==> config.mk <==
export PLATFORM = sky130hd
export DESIGN_NAME = multiply_norm_pack
export DESIGN_NICKNAME = d
export VERILOG_FILES = /design/src/rtl/multiply_norm_pack.sv
export SDC_FILE = /design/constraint.sdc
export NUM_CORES = 1
export LEC_CHECK = 0
export ABC_AREA = 1
export CAP_MARGIN = 40
export CORE_ASPECT_RATIO = 0.8
export CORE_MARGIN = 4
export CORE_UTILIZATION = 45
export DETAILED_ROUTE_END_ITERATION = 7
export GPL_ROUTABILITY_DRIVEN = 0
export PLACE_DENSITY = 0.71
export SYNTH_ARGS = -nofsm -noshare
export SYNTH_HDL_FRONTEND = slang
export SYNTH_SLANG_ARGS = --single-unit
==> constraint.sdc <==
create_clock -name clock -period 7 [get_ports clock]
set_input_delay 1.05 -clock clock [delete_from_list [all_inputs] [get_ports clock]]
set_output_delay 1.05 -clock clock [all_outputs]
set_load 0.02 [all_outputs]
==> src/rtl/multiply_norm_pack.sv <==
// multiply_norm_pack: takes a mantissa product and unbiased exponent from the
// multiplier stage, normalises it, rounds it and packs it into an IEEE-754
// single-precision word.
// Build option: define HCORDIC_ROUND_NEAREST_EN for round-to-nearest-even in
// the ROUND state; without it the mantissa is truncated and the ROUND state
// still takes its single cycle, so latency does not depend on the build.
module multiply_norm_pack (
    input  logic        clock,
    input  logic        reset_n,
    input  logic        valid_Multiply,
    input  logic        idle_Multiply,
    input  logic [32:0] zout_Multiply,
    input  logic [49:0] productout_Multiply,
    output logic        ready_Norm,
    output logic        valid_Norm,
    output logic [31:0] result_Norm,
    output logic        overflow_Norm,
    output logic        underflow_Norm
);

    typedef enum logic [1:0] {
        IDLE  = 2'd0,
        NORM  = 2'd1,
        ROUND = 2'd2,
        PACK  = 2'd3
    } state_t;

    // Smallest normal exponent and largest finite exponent (unbiased).
    localparam logic signed [9:0] EXP_MIN = -10'sd126;
    localparam logic signed [9:0] EXP_MAX = 10'sd127;

    state_t             state_q, state_d;
    logic               sign_q, sign_d;
    logic signed [9:0]  exp_q, exp_d;
    logic [49:0]        m_q, m_d;
    logic [23:0]        mant_q, mant_d;
    logic               bypass_q, bypass_d;

    logic               ready_q, ready_d;
    logic               valid_q, valid_d;
    logic [31:0]        result_q, result_d;
    logic               ovf_q, ovf_d;
    logic               unf_q, unf_d;

    logic               accept;
    logic               m_zero;
    logic               shift_right;
    logic               shift_left;
    logic [24:0]        round_sum;
    logic [7:0]         exp_biased;

    assign accept = valid_Multiply & ready_q;

    // Normalisation decisions. A zero product has nothing to normalise and
    // leaves NORM straight away; otherwise denormal-range exponents are
    // pulled up to the minimum first, then the leading one is walked to
    // bit 49 while the exponent can still absorb the shift.
    assign m_zero      = (m_q == 50'd0);
    assign shift_right = !m_zero && (exp_q < EXP_MIN);
    assign shift_left  = !m_zero && !shift_right && !m_q[49] && (exp_q > EXP_MIN);

`ifdef HCORDIC_ROUND_NEAREST_EN
    // Round half to even: guard is m[25], sticky is everything below it.
    logic round_up;
    assign round_up  = m_q[25] & ((|m_q[24:0]) | m_q[26]);
    assign round_sum = {1'b0, m_q[49:26]} + {24'd0, round_up};
`else
    // Truncation: the top 24 bits of the working register are kept as-is.
    assign round_sum = {1'b0, m_q[49:26]};
`endif

    // The biased exponent only matters in the normal-number pack path, where
    // the unbiased value is in [-126, 127], so 8-bit wrap-around is exact.
    assign exp_biased = exp_q[7:0] + 8'd127;

    // State register.
    always_ff @(posedge clock or negedge reset_n) begin
        if (!reset_n) begin
            state_q <= IDLE;
        end else begin
            state_q <= state_d;
        end
    end

    // Next-state logic.
    always_comb begin
        state_d = state_q;
        case (state_q)
            IDLE: begin
                if (accept) begin
                    state_d = idle_Multiply ? PACK : NORM;
                end
            end
            NORM: begin
                if (!shift_right && !shift_left) begin
                    state_d = ROUND;
                end
            end
            ROUND:   state_d = PACK;
            PACK:    state_d = IDLE;
            default: state_d = IDLE;
        endcase
    end

    // Working-register next values: capture on accept, shift in NORM,
    // round in ROUND.
    always_comb begin
        sign_d   = sign_q;
        exp_d    = exp_q;
        m_d      = m_q;
        mant_d   = mant_q;
        bypass_d = bypass_q;
        case (state_q)
            IDLE: begin
                if (accept) begin
                    sign_d   = zout_Multiply[32];
                    exp_d    = {{2{zout_Multiply[31]}}, zout_Multiply[31:24]};
                    m_d      = productout_Multiply;
                    // Bypass results reuse the incoming mantissa field directly.
                    mant_d   = zout_Multiply[23:0];
                    bypass_d = idle_Multiply;
                end
            end
            NORM: begin
                if (shift_right) begin
                    // Keep the bit that falls off as a sticky bit in bit 0.
                    m_d   = {1'b0, m_q[49:2], m_q[1] | m_q[0]};
                    exp_d = exp_q + 10'sd1;
                end else if (shift_left) begin
                    m_d   = {m_q[48:0], 1'b0};
                    exp_d = exp_q - 10'sd1;
                end
            end
            ROUND: begin
                if (round_sum[24]) begin
                    // Rounding carried out of the mantissa: renormalise.
                    mant_d = round_sum[24:1];
                    exp_d  = exp_q + 10'sd1;
                end else begin
                    mant_d = round_sum[23:0];
                end
            end
            default: ;
        endcase
    end

    // Working registers.
    always_ff @(posedge clock or negedge reset_n) begin
        if (!reset_n) begin
            sign_q   <= 1'b0;
            exp_q    <= 10'sd0;
            m_q      <= 50'd0;
            mant_q   <= 24'd0;
            bypass_q <= 1'b0;
        end else begin
            sign_q   <= sign_d;
            exp_q    <= exp_d;
            m_q      <= m_d;
            mant_q   <= mant_d;
            bypass_q <= bypass_d;
        end
    end

    // Output logic: the packed word and flags are formed during PACK and
    // registered at the end of it, together with the valid pulse and the
    // return of ready.
    always_comb begin
        valid_d  = 1'b0;
        result_d = result_q;
        ovf_d    = ovf_q;
        unf_d    = unf_q;
        ready_d  = (state_d == IDLE);
        if (state_q == PACK) begin
            valid_d = 1'b1;
            ovf_d   = 1'b0;
            unf_d   = 1'b0;
            if (bypass_q) begin
                result_d = {sign_q, exp_q[7:0], mant_q[22:0]};
            end else if (exp_q > EXP_MAX) begin
                result_d = {sign_q, 8'hFF, 23'd0};
                ovf_d    = 1'b1;
            end else if (!mant_q[23]) begin
                // Denormal or zero; only a non-zero product is an underflow.
                result_d = {sign_q, 8'h00, mant_q[22:0]};
                unf_d    = !m_zero;
            end else begin
                result_d = {sign_q, exp_biased, mant_q[22:0]};
            end
        end
    end

    // Output registers.
    always_ff @(posedge clock or negedge reset_n) begin
        if (!reset_n) begin
            ready_q  <= 1'b1;
            valid_q  <= 1'b0;
            result_q <= 32'd0;
            ovf_q    <= 1'b0;
            unf_q    <= 1'b0;
        end else begin
            ready_q  <= ready_d;
            valid_q  <= valid_d;
            result_q <= result_d;
            ovf_q    <= ovf_d;
            unf_q    <= unf_d;
        end
    end

    assign ready_Norm     = ready_q;
    assign valid_Norm     = valid_q;
    assign result_Norm    = result_q;
    assign overflow_Norm  = ovf_q;
    assign underflow_Norm = unf_q;

endmodule

# Word-level counts from Yosys, hierarchy flattened
# Index checks and enable logic that the tools add are counted.
# totals
regBits	124
latchBits	0
ram_bits	0
romBits	0
input_bits	87
out_inout_bits	36
n_memories	0
# op_classes
n_addsub	3
mul	0
div	0
order_cmp	3
eq_ne	5
shifts	0
muxes	23
n_bitwise	2
reduce_logical	17
# op_table
operator	count
50-bit 2-to-1 mux	3
50-bit case mux with 2 select lines	1
31-bit 2-to-1 mux	3
50-bit logical NOT	1
24-bit case mux with 2 select lines	1
10-bit 2-to-1 mux	3
24-bit 2-to-1 mux	1
10-bit by 8-bit greater-than comparator with 1-bit output, second input constant	2
10-bit case mux with 2 select lines	1
10-bit by 2-bit adder with 10-bit output, second input constant	1
10-bit by 8-bit < comparator with 1-bit output, second input constant	1
10-bit by 2-bit subtractor with 10-bit output, second input constant	1
8-bit by 7-bit adder with 8-bit output, second input constant	1
2-bit case mux with 4 select lines	1
1-bit 2-to-1 mux	6
2-bit 2-to-1 mux	3
1-bit logical AND	5
2-bit equality test, second input constant	2
1-bit logical NOT	4
2-bit logical NOT	2
2-bit AND reduction	2
2-bit nonzero test	2
3-bit inequality test, second input constant	1
3-bit AND reduction	1
4 further kinds	4

# Longest topological paths before layout
# Gate-level depths: netlist of the first run.
# logic_depth
ltp_word	12
depth_mapped	20

# Least setup slack after synthesis of the first run
# Ideal clock, no wire load.
# synth_timing
kind	flip-flop to flip-flop
start	reg m_q[8]
end	reg exp_q[6]
setup_ns	0.065
arrival_time_ns	2.434
path_slack_ns	4.501
path_stages_with_launch	20
path_buffers	1
cell_sequence	dfrtp_1 -> nor2_1 -> nand2_1 -> nor2_1 -> nand2_1 -> nor2_1 -> nand2_2 -> nand2_2 -> buf_4 -> inv_1 -> fa_1 -> nand3b_1 -> nand2_1 -> nand2_1 -> nor2_1 -> nor2_1 -> xor2_1 -> o21ai_0 -> nand2_1 -> nand2_1
# synth_via
elab_chain_cells	9
# synth_lines
element	line_no	source
start, declared	35	logic [49:0] m_q, m_d;
start signal, assigned	158	m_q <= m_d;
50-bit logical NOT *	58	assign m_zero = (m_q == 50'd0);
1-bit logical NOT *	59, 60	
1-bit logical AND	59	assign shift_right = !m_zero && (exp_q < EXP_MIN);
1-bit logical NOT	60	assign shift_left = !m_zero && !shift_right && !m_q[49] && (exp_q > EXP_MIN);
1-bit logical AND (3 in series)	60	
3-bit inequality test (no source line)	-	
3-bit AND reduction (no source line)	-	
end signal, assigned	157	exp_q <= exp_d;
end, declared	34	logic signed [9:0] exp_q, exp_d;
# Every way passes the cells marked *; elsewhere a longest branch is shown, timed or not.
# A chain may end at the register's enable or synchronous reset.

# Final worst setup path of the first run
# layout_timing
start	reg m_q[45]
end	reg exp_q[6]
# The elaborated chain is that of the path after synthesis.

==> metrics.yaml, run 1 <==
status: "finished, final reports clean"
criticalPathCategory: "reg2reg"
layout-drive-gt1-share_pct: 5.68
critical_path_peak_fanout: 32
post_drt_via_cell_ratio: 5.21
diodes: 0
die_h_microns: 119
clock_path_buffers: 2
cts.hold.buffers_added: 0
required_time_reported_for_the_critical_path_endpoint_ps: 7360
postLayoutCoreUtil_pct: 58.9
placeableCoreArea_sq_um: 15100
largest_net_degree_at_the_start_of_global_routing: 72
stdcell_area_sq_um: 8910
power_density_nw_per_um2: 538
globalRoute.totalOverflow: 0
cts-buffers-inserted: 17
postSynthCellCount: 964
synth_seq_area_share_pct: 44.6
clk_pin_slew_ps: 60
achievable-frequency_ghz: 0.260
antenna_violating_nets_post_route: 0
crit_arrival_ps: 4200
placedCellCount: 1253
post_synth_instance_area_sq_um: 6960
routedWlPerCell_microns: 14.7
postCtsSetupRepairBufs: 0
critical_path.most_common_cell: "sky130_fd_sc_hd__nand2_1"
dr.first_iter.drc_count: 636
synth-warning-count: 0
post_synth.cell_area_avg_sq_um: 7.22
worst_skew_pair.late_latency_ps: 420
grt_first_pass_wirelength_microns: 31300
finalClockSkew_ps: 9.13
floorplan.die_area_sq_um: 17500
area_growth_pct: 27.9
placed_cell_area_sq_um: 8340
final_setup_violations: 0
cts_repair_resize_count: 0
start_util_pct: 46.1
post-route-drc-count: 0
start_kind: "flip-flop"
antenna_found_initial: 0
hpwl_detailed_microns: 12900
routed_wirelength_microns: 18800
grt_use_total_pct: 22.1
vias_in_the_first_global_route: 6127
numPortBuffers: 122
drtPass1Iterations: 5
ys_types: 34
layout_worst_path_cycle_share_pct: 54.8
fin_setup_tns_ps: 0
post_layout_nonfiller_instances: 1284
clockRootBuffer: "sky130_fd_sc_hd__clkbuf_16"
crit_path_cell_trace: "inv_2, nand2_1, nor2_1, nand2_1, nor2_1, nand2_2, buf_16, nand2_2, buf_16, inv_1, fa_1, nand3b_1, nand2_1, nand2_1, nor2_1, nor2_1, xor2_1, o21ai_0, nand2_1, nand2_1"
p_total_w: 0.00479
num_rows: 40
finalHoldViolations: 0
cap_viol_max_count: 0
clkSinkCount: 124
timing.critical_path.slowest_cell_delay_ps: 510
min-delay-path-class: "reg2reg"
design.portCount: 123
postSynthRegisterBits: 124
clock_tree.htree_level_count: 4
timing.max_slew.rel_slack_pct: 44.4
timing_max_transition_violations_final: 0
width_of_the_chip_microns: 147
final_period_minus_worst_setup_slack_ps: 3840
max_slew.worst_pin.slew_ps: 834
p_leak_nw: 4.37
worst_path_max_delay_cell: "sky130_fd_sc_hd__nand2_2"
total_number_of_nets_in_the_final_design: 1160
setup_repair_after_global_routing_missed_its_margin: "false"
postSynthNetCount: 1062
power.ir.vdd_worst_v: 0.000313
tritoncts: "yes"
cp-end-kind: "flip-flop"
via_count: 6686
## report_power, final
part           switching [W]  internal [W]
registers           0.000203       0.00108
clock network       0.000345      0.000493
logic                0.00168      0.000990
total                0.00223       0.00256
## placed cells by master (no fill, tap or decap), drive strengths merged, types with 16 or more instances in the layout
| master | instances |
|---|---|
| a21oi | 16 |
| nor3 | 22 |
| dfrtp | 123 |
| clkdlybuf4s50 | 121 |
| inv | 114 |
| o21ai | 97 |
| nor2 | 64 |
| clkbuf | 17 |
| nand3 | 115 |
| a221oi | 22 |
| nand2 | 307 |
## Yosys cell counts (all sizes together)
| cell type | instances | area (sq um) |
|---|---|---|
| fa | 1 | 20.0 |
| or2 | 2 | 12.5 |
| a31oi | 3 | 18.8 |
| clkbuf | 31 | 118 |
| buf | 23 | 154 |
| a211oi | 1 | 7.51 |
| dfstp | 1 | 26.3 |
| nand2 | 307 | 1160 |
| inv | 109 | 409 |
| nand3b | 1 | 7.51 |
| nor3b | 1 | 7.51 |
| xor2 | 6 | 52.6 |
| nand4 | 3 | 18.8 |
| ha | 10 | 125 |
| a21o | 1 | 7.51 |
| o22ai | 1 | 6.26 |
| dfrtp | 123 | 3080 |
| nor3 | 22 | 110 |
| a221oi | 22 | 193 |
| xnor2 | 1 | 8.76 |
| nor2 | 64 | 240 |
| o21ai | 97 | 489 |
| o211ai | 3 | 27.5 |
| a21oi | 16 | 91.3 |
| nand3 | 115 | 576 |
## per-stage QoR
step | hold WS, ps | setup slack (ps)
3_5_place_dp | 473 | 3210
2_1_floorplan | 498 | 4500
5_1_grt | 503 | 2730
3_3_place_gp | 466 | 2880
6_report | 479 | 3160
4_1_cts | 488 | 3180
## worst max-delay path, delay by kind of cell, from the launching register on
kind / cells / cell delay, ps
flops: 1 / 370
fa+ha+maj: 1 / 390
simple gates: 13 / 2010
buf+inv: 4 / 730
xor+xnor: 1 / 130
compound gates: 1 / 140
## per-layer routing
layer	track usage [%]	share of wire [%]
met4	6.29	1.4
met3	4.72	8.3
met1	33.5	49
met5	0	0
met2	31.6	42
## area by class of cell
type / instances / area (sq um)
tap: 210 / 263
fill: 1398 / 6210
inverter: 109 / 409
clock buffer: 17 / 425
multi-input combinational: 677 / 3190
clock inverter: 14 / 139
sequential: 124 / 3100
timing repair buffer: 133 / 1370
## worst paths after layout
check                                             from                          end  slack [ps]  cells past startpoint
min in group asynchronous                      reset_n         exp_q[5]$_DFFE_PN0P_         720                      1
max in group asynchronous                      reset_n       mant_q[23]$_DFFE_PN0P_        4960                      2
setup reg to reg                   m_q[45]$_DFFE_PN0P_         exp_q[6]$_DFFE_PN0P_        3160                     20
hold / removal             result_Norm[15]$_DFFE_PN0P_  result_Norm[15]$_DFFE_PN0P_         480                      2
hold reg to reg            result_Norm[15]$_DFFE_PN0P_  result_Norm[15]$_DFFE_PN0P_         480                      2
setup / recovery                   m_q[45]$_DFFE_PN0P_         exp_q[6]$_DFFE_PN0P_        3160                     20
## registers in the layout (all words and copies together) (netlist names)
register / flops
valid_Norm: 1
sign_q: 1
ready_Norm: 1
state_q: 2
result_Norm: 32
mant_q: 24
bypass_q: 1
overflow_Norm: 1
m_q: 50
exp_q: 10
underflow_Norm: 1
## kinds of logic (layout without fill, tap and decap cells)
| logic type | count (synthesis) | in the layout | synth area share, % |
|---|---|---|---|
| XOR/XNOR | 7 | 7 | 0.880 |
| buffers and inverters | 163 | 273 | 9.77 |
| flip-flops | 124 | 124 | 44.6 |
| AO/OA/AOI/OAI | 144 | 144 | 12.1 |
| AND/OR/NAND/NOR | 515 | 515 | 30.6 |
| adder cells (fa/ha/maj) | 11 | 11 | 2.08 |
No activity file was read; power rests on OpenSTA's default activity.
==> inputs of run 2 (changes only) <==
- clock period: 7 -> 3.6 ns (I/O delays scaled with it)
==> run 2 against run 1 <==
Net effect:
- register-to-register slack got worse by 2200 ps
- sequential power increased by 94%
- global-route usage is 0.51 points lower
- sequential share of layout area decreased by 0.11 points
- combinational power rose by 93%
- clock skew decreased by 0.54 ps
- final cell count rose by 0.39%
- design area rose by 0.32%
- flip-flop and latch count unchanged
- clock power is 110% higher
- via count decreased by 0.94%
==> metrics.yaml, run 2 (same netlist as run 1, synthesis figures left out) <==
worst_skew_pair.late_latency_ps: 420  # about the same
placed_cell_area_sq_um: 8340  # about the same
fin_hold_ws_ps: 181  # -299 ps
start_kind: "flip-flop"
hpwl_detailed_microns: 12800  # -0.63%
p_leak_nw: 4.40  # +0.56%
min-delay-path-class: "in2async"
grt_first_pass_wirelength_microns: 30600  # -2.2%
achievable-frequency_ghz: 0.380  # +46%
post-route-drc-count: 0  # unchanged
sequential_share_of_power_pct: 26.5  # -0.2 points
largest_register_ff_count: 50  # unchanged
fill_cells: 1425  # +1.9%
mostFrequentLayoutCell: "sky130_fd_sc_hd__nand2_1"
cp-end-kind: "flip-flop"
critical_path.most_common_cell: "sky130_fd_sc_hd__nand2_1"
criticalPathCategory: "reg2reg"
clock_path_buffers: 2  # unchanged
placeableCoreArea_sq_um: 15100  # unchanged
preCtsSetupSlack_ps: 979  # -2230 ps
cts-buffers-inserted: 17  # unchanged
placedCellCount: 1257  # +0.32%
finalHoldViolations: 0  # unchanged
setup_repair_after_global_routing_missed_its_margin: "false"
total_number_of_nets_in_the_final_design: 1164  # +0.34%
routedWlPerCell_microns: 14.3  # -2.9%
power.ir.vdd_worst_v: 0.000462  # +48%
numPortBuffers: 122  # unchanged
antenna_violating_nets_post_route: 0  # unchanged
clkSinkCount: 124  # unchanged
design.portCount: 123  # unchanged
status: "finished, final reports clean"
width_of_the_chip_microns: 147  # unchanged
post_drt_via_cell_ratio: 5.14  # -1.3%
post_layout_nonfiller_instances: 1289  # +0.39%
area_growth_pct: 28.3
fin_setup_tns_ps: 0  # unchanged
layout_worst_path_cycle_share_pct: 73.2  # +18 points
critical_path_peak_fanout: 23  # -28%
dr.first_iter.drc_count: 617  # -3.0%
drtPass1Iterations: 7  # +2
timing.critical_path.slowest_cell_delay_ps: 370  # -140 ps
cts.hold.buffers_added: 0  # unchanged
tritoncts: "yes"
final_period_minus_worst_setup_slack_ps: 2630  # -1200 ps
die_h_microns: 119  # unchanged
max_slew.worst_pin.slew_ps: 770  # -63.2 ps
final_cell_mix: "sky130_fd_sc_hd__nand2_1, sky130_fd_sc_hd__dfrtp_1, sky130_fd_sc_hd__clkdlybuf4s50_1, sky130_fd_sc_hd__nand3_1, sky130_fd_sc_hd__inv_1"
num_rows: 40  # unchanged
clockRootBuffer: "sky130_fd_sc_hd__clkbuf_16"
power.clock.fraction_pct: 18.5  # +1.0 points
cts_repair_resize_count: 0  # unchanged
postCtsSetupRepairBufs: 0  # unchanged
timing.max_slew.rel_slack_pct: 48.6  # +4.2 points
timing_max_transition_violations_final: 0  # unchanged
globalRoute.totalOverflow: 0  # unchanged
power_density_nw_per_um2: 1050  # +95%
clock_tree.htree_level_count: 4  # unchanged
crit_path_cell_trace: "inv_2, nand2_1, nor2_1, nand2_1, nor2_1, nand2_2, nand2_2, buf_4, ha_1, nand2_1, nand2_1, nand2_1, nand2_1, nand2_1, nand3_1, nor2_1, inv_1, nand2_1, nand3_1, a21oi_1"
finalClockSkew_ps: 8.59  # -0.542 ps
via_count: 6623  # -0.94%
floorplan.die_area_sq_um: 17500  # unchanged
routed_wirelength_microns: 18400  # -2.5%
crit_arrival_ps: 2980  # -1220 ps
postLayoutSetupSlackWorst_ps: 965  # -2200 ps
clk_pin_slew_ps: 60  # about the same
start_util_pct: 46.1  # unchanged
grt_use_total_pct: 21.5  # -0.51 points
antenna_found_initial: 0  # unchanged
max_flop_register: "m_q"
power.combinational.fraction_pct: 55.0  # -0.8 points
layout-drive-gt1-share_pct: 6.02  # +0.34 points
vias_in_the_first_global_route: 5905  # -3.6%
cap_viol_max_count: 0  # unchanged
stdcell_area_sq_um: 8930  # +0.32%
largest_net_degree_at_the_start_of_global_routing: 60  # -17%
sw_frac_of_total_pct: 45.5  # -1.0 points
diodes: 0  # unchanged
power.switching_w: 0.00426  # +91%
required_time_reported_for_the_critical_path_endpoint_ps: 3940  # -3420 ps
worst_path_max_delay_cell: "sky130_fd_sc_hd__dfrtp_1"
final_setup_violations: 0  # unchanged
internal-power_w: 0.00510  # +99%
## run 2: layout make-up
class / count / area (sq um) / share of cell area, %
Inverter: 109 / 409 / 4.58
Sequential cell: 124 / 3100 / 34.7
Timing Repair Buffer: 137 / 1370 / 15.3
Clock inverter: 14 / 169 / 1.89
Multi-Input combinational cell: 677 / 3190 / 35.7
Tap cell: 210 / 263 / 2.94
Clock buffer: 18 / 429 / 4.80
## run 2: per-layer routing
layer | global-route usage (%) | up-vias | part of all wire, %
met5 | 0 | - | 0
met3 | 4.07 | 18 | 6.9
li1 | - | 3336 | -
met2 | 28.3 | 234 | 41
met1 | 34.6 | 3035 | 50
met4 | 7.92 | 0 | 1.4
## run 2: metrics by stage
step | util (%) | power (W)
global route | 59.1 | 0.0102
floorplan | - | 0.00623
detailed placement | 55.2 | 0.00760
CTS | 59.1 | 0.00937
global placement | 55.2 | 0.00754
finish | 59.1 | 0.00936
## run 2: final timing paths
kind                                       startpoint                    endpoint  slack [ps]  depth (start not counted)
min in group clock         result_Norm[1]$_DFFE_PN0P_  result_Norm[1]$_DFFE_PN0P_         480                          2
min reg2reg                result_Norm[1]$_DFFE_PN0P_  result_Norm[1]$_DFFE_PN0P_         480                          2
max reg2reg                       m_q[45]$_DFFE_PN0P_        exp_q[9]$_DFFE_PN0P_         970                         20
max                               m_q[45]$_DFFE_PN0P_        exp_q[9]$_DFFE_PN0P_         970                         20
min                                           reset_n        exp_q[8]$_DFFE_PN0P_         180                          1
max in group asynchronous                     reset_n         m_q[17]$_DFFE_PN0P_        2590                          2
## run 2: critical path, delay by kind of cell, from the launching register on
| kind | cells | cell delay (ps) |
|---|---|---|
| AND/OR/NAND/NOR | 15 | 1270 |
| buffers and inverters | 3 | 410 |
| flip-flops | 1 | 370 |
| adder cells (fa/ha/maj) | 1 | 330 |
| AO/OA/AOI/OAI | 1 | 170 |
## run 2: power by group through the flow
stage	clock network, W	registers, W	logic, W
floorplan	0	0.00263	0.00360
global placement	0	0.00247	0.00507
detailed placement	0	0.00249	0.00511
CTS	0.00176	0.00247	0.00514
global route	0.00182	0.00256	0.00585
finish	0.00173	0.00248	0.00514
==> inputs of run 3 (changes only) <==
- PLACE_DENSITY: 0.71 -> 0.74
- clock period: 3.6 -> 2.2 ns (I/O delays scaled with it)
==> run 3 against run 2 <==
Net effect:
- the run now ends with negative setup slack left
- non-clock buffer count up 47
- sequential power up 59%
- flip-flop and latch count unchanged
- total power up 82%
- register-to-register slack worse by 1100 ps
- final cell count up 3.7%
- worst setup slack worse by 1100 ps
- clock skew down 1.8 ps
- first-iteration DRC count down 13%
- die area unchanged
- largest cell class unchanged
- highest routed layer unchanged
==> metrics.yaml, run 3 (same netlist as run 1, synthesis figures left out) <==
status: "finished with violations"
failed_checks: "negative setup slack"
power.ir.vdd_worst_v: 0.000777  # +68%
p_leak_nw: 4.66  # +6.0%
timing_max_transition_violations_final: 0  # unchanged
min-delay-path-class: "in2async"
layout-drive-gt1-share_pct: 12.4  # +6.4 points
post-route-drc-count: 0  # unchanged
numPortBuffers: 122  # unchanged
preCtsSetupSlack_ps: -252  # -1230 ps
max_slew.worst_pin.slew_ps: 602  # -168 ps
tritoncts: "yes"
num_rows: 40  # unchanged
total_number_of_nets_in_the_final_design: 1212  # +4.1%
design.portCount: 123  # unchanged
mostFrequentLayoutCell: "sky130_fd_sc_hd__nand2_1"
critical_path_peak_fanout: 4  # -83%
antenna_violating_nets_post_route: 0  # unchanged
timing.critical_path.slowest_cell_delay_ps: 390  # +20 ps
clock_tree.htree_level_count: 4  # unchanged
drtPass1Iterations: 7  # unchanged
cts-buffers-inserted: 17  # unchanged
critical_path.most_common_cell: "sky130_fd_sc_hd__nand3_1"
cp-end-kind: "flip-flop"
layout_worst_path_cycle_share_pct: 107  # +34 points
post_layout_nonfiller_instances: 1337  # +3.7%
clkSinkCount: 124  # unchanged
final_period_minus_worst_setup_slack_ps: 2360  # -278 ps
start_util_pct: 46.1  # unchanged
crit_path_cell_trace: "nor2_1, nand3_1, a21oi_4, nand2_4, buf_12, buf_4, ha_4, nand2_2, nor2_2, nor3b_2, nor2_2, nand3_1, nand3_1, a21oi_1"
multi_input_comb_area_sq_um: 3390  # +6.3%
final_cell_mix: "sky130_fd_sc_hd__nand2_1, sky130_fd_sc_hd__dfrtp_1, sky130_fd_sc_hd__clkdlybuf4s50_1, sky130_fd_sc_hd__nand3_1, sky130_fd_sc_hd__inv_1"
max_flop_register: "m_q"
globalRoute.totalOverflow: 0  # unchanged
path_delay_family: "simple AND/OR/NAND/NOR gates"
crit_arrival_ps: 2700  # -280 ps
finalClockSkew_ps: 6.78  # -1.81 ps
placedCellCount: 1297  # +3.2%
achievable-frequency_ghz: 0.424  # +12%
required_time_reported_for_the_critical_path_endpoint_ps: 2540  # -1400 ps
vias_in_the_first_global_route: 6300  # +6.7%
final_setup_violations: 52  # +52
postLayoutSetupSlackWorst_ps: -156  # -1120 ps
routed_wirelength_microns: 19800  # +7.7%
setup_repair_after_global_routing_missed_its_margin: "true"
antenna_found_initial: 0  # unchanged
worst_skew_pair.late_latency_ps: 420  # about the same
sequential_cell_area_sq_um: 3100  # unchanged
area_growth_pct: 37.0
largest_register_ff_count: 50  # unchanged
stdcell_area_sq_um: 9540  # +6.8%
routedWlPerCell_microns: 14.8  # +3.9%
grt_first_pass_wirelength_microns: 32100  # +4.8%
grt_use_total_pct: 22.6  # +1.1 points
clockRootBuffer: "sky130_fd_sc_hd__clkbuf_16"
floorplan.die_area_sq_um: 17500  # unchanged
criticalPathCategory: "reg2reg"
diodes: 0  # unchanged
width_of_the_chip_microns: 147  # unchanged
clk_pin_slew_ps: 60  # about the same
power_density_nw_per_um2: 1790  # +70%
cap_viol_max_count: 0  # unchanged
largest_net_degree_at_the_start_of_global_routing: 52  # -13%
die_h_microns: 119  # unchanged
via_count: 6942  # +4.8%
placeableCoreArea_sq_um: 15100  # unchanged
crit_path_buffers_inverters: 2  # -1
dr.first_iter.drc_count: 536  # -13%
setup.reg_to_reg.worst_slack_ps: -160  # -1120 ps
timing.max_slew.rel_slack_pct: 59.8  # +11 points
clock_path_buffers: 2  # unchanged
finalHoldViolations: 0  # unchanged
placed_cell_area_sq_um: 8670  # +4.0%
post_drt_via_cell_ratio: 5.19  # +1.1%
worst_path_max_delay_cell: "sky130_fd_sc_hd__dfrtp_1"
fill_cells: 1312  # -7.9%
start_kind: "flip-flop"
hpwl_detailed_microns: 13600  # +6.6%
[run 3: cell types whose count changed in the layout (fill, tap and decap cells not counted), sizes merged]
cell	change
clkinv	-1
clkbuf	+1
buf	+46
nand2	+1
dlygate4sd3	+1
[run 3: worst paths after layout]
kind / from / end / cells past startpoint
setup / recovery: exp_q[6]$_DFFE_PN0P_ / exp_q[9]$_DFFE_PN0P_ / 14
hold / removal: reset_n / exp_q[8]$_DFFE_PN0P_ / 2
setup reg to reg: exp_q[6]$_DFFE_PN0P_ / exp_q[9]$_DFFE_PN0P_ / 14
hold reg to reg: result_Norm[8]$_DFFE_PN0P_ / result_Norm[8]$_DFFE_PN0P_ / 2
max in group asynchronous: reset_n / mant_q[10]$_DFFE_PN0P_ / 3
min in group clock: zout_Multiply[32] / sign_q$_DFFE_PN0P_ / 3
[run 3: stage by stage]
stage | setup TNS (ps) | power [W] | util (%) | hold slack, ps
after floorplan | -371 | 0.0102 | - | 34.4
after global placement | -940 | 0.0130 | 57.4 | 378
after detailed placement | -1150 | 0.0132 | 57.4 | 380
after CTS | -517 | 0.0167 | 62.7 | 471
after global routing | -11920 | 0.0185 | 63.1 | 507
final | -1510 | 0.0170 | 63.1 | 465
[run 3: report_power, final]
part           total, W  leakage, nW  internal (W)  switching (W)
sequential      0.00395         1.49       0.00343       0.000523
clock           0.00286        0.294       0.00182        0.00104
combinational    0.0102         2.87       0.00418        0.00604
[run 3: final cells by class]
class | instances | area share, %
multi-input combinational | 678 | 35.6
inverter | 109 | 4.29
sequential | 124 | 32.5
timing repair buffer | 184 | 18.5
clock buffer | 19 | 4.64
tap | 210 | 2.75
clock inverter | 13 | 1.72
[run 3: what timing repair did]
| action | 4_1_cts | 5_1_grt |
|---|---|---|
| endpoints found under the setup margin | 8 | 61 |
| resized for setup | 22 | 14 |
| cloned | 1 | 0 |
| endpoints found under the hold margin | 37 | 0 |
| pin swaps | 12 | 8 |
| hold buffers | 1 | 0 |
| setup buffers | 6 | 0 |
[run 3: per-layer routing]
| metal | track usage [%] | share of wire, % | vias up |
|---|---|---|---|
| met2 | 33.6 | 43 | 298 |
| met1 | 33.3 | 47 | 3191 |
| li1 | - | - | 3429 |
| met5 | 0 | 0 | - |
| met4 | 5.36 | 1.5 | 0 |
| met3 | 5.59 | 8.1 | 24 |
[run 3: worst reg2reg max path, stage by stage (launching register included)]
cell	delay, ps
sky130_fd_sc_hd__dfrtp_1	390
sky130_fd_sc_hd__nor2_1	150
sky130_fd_sc_hd__nand3_1	140
sky130_fd_sc_hd__a21oi_4	230
sky130_fd_sc_hd__nand2_4	100
sky130_fd_sc_hd__buf_12	140
sky130_fd_sc_hd__buf_4	140
sky130_fd_sc_hd__ha_4	280
sky130_fd_sc_hd__nand2_2	60
sky130_fd_sc_hd__nor2_2	110
sky130_fd_sc_hd__nor3b_2	200
sky130_fd_sc_hd__nor2_2	60
sky130_fd_sc_hd__nand3_1	70
sky130_fd_sc_hd__nand3_1	70
sky130_fd_sc_hd__a21oi_1	130
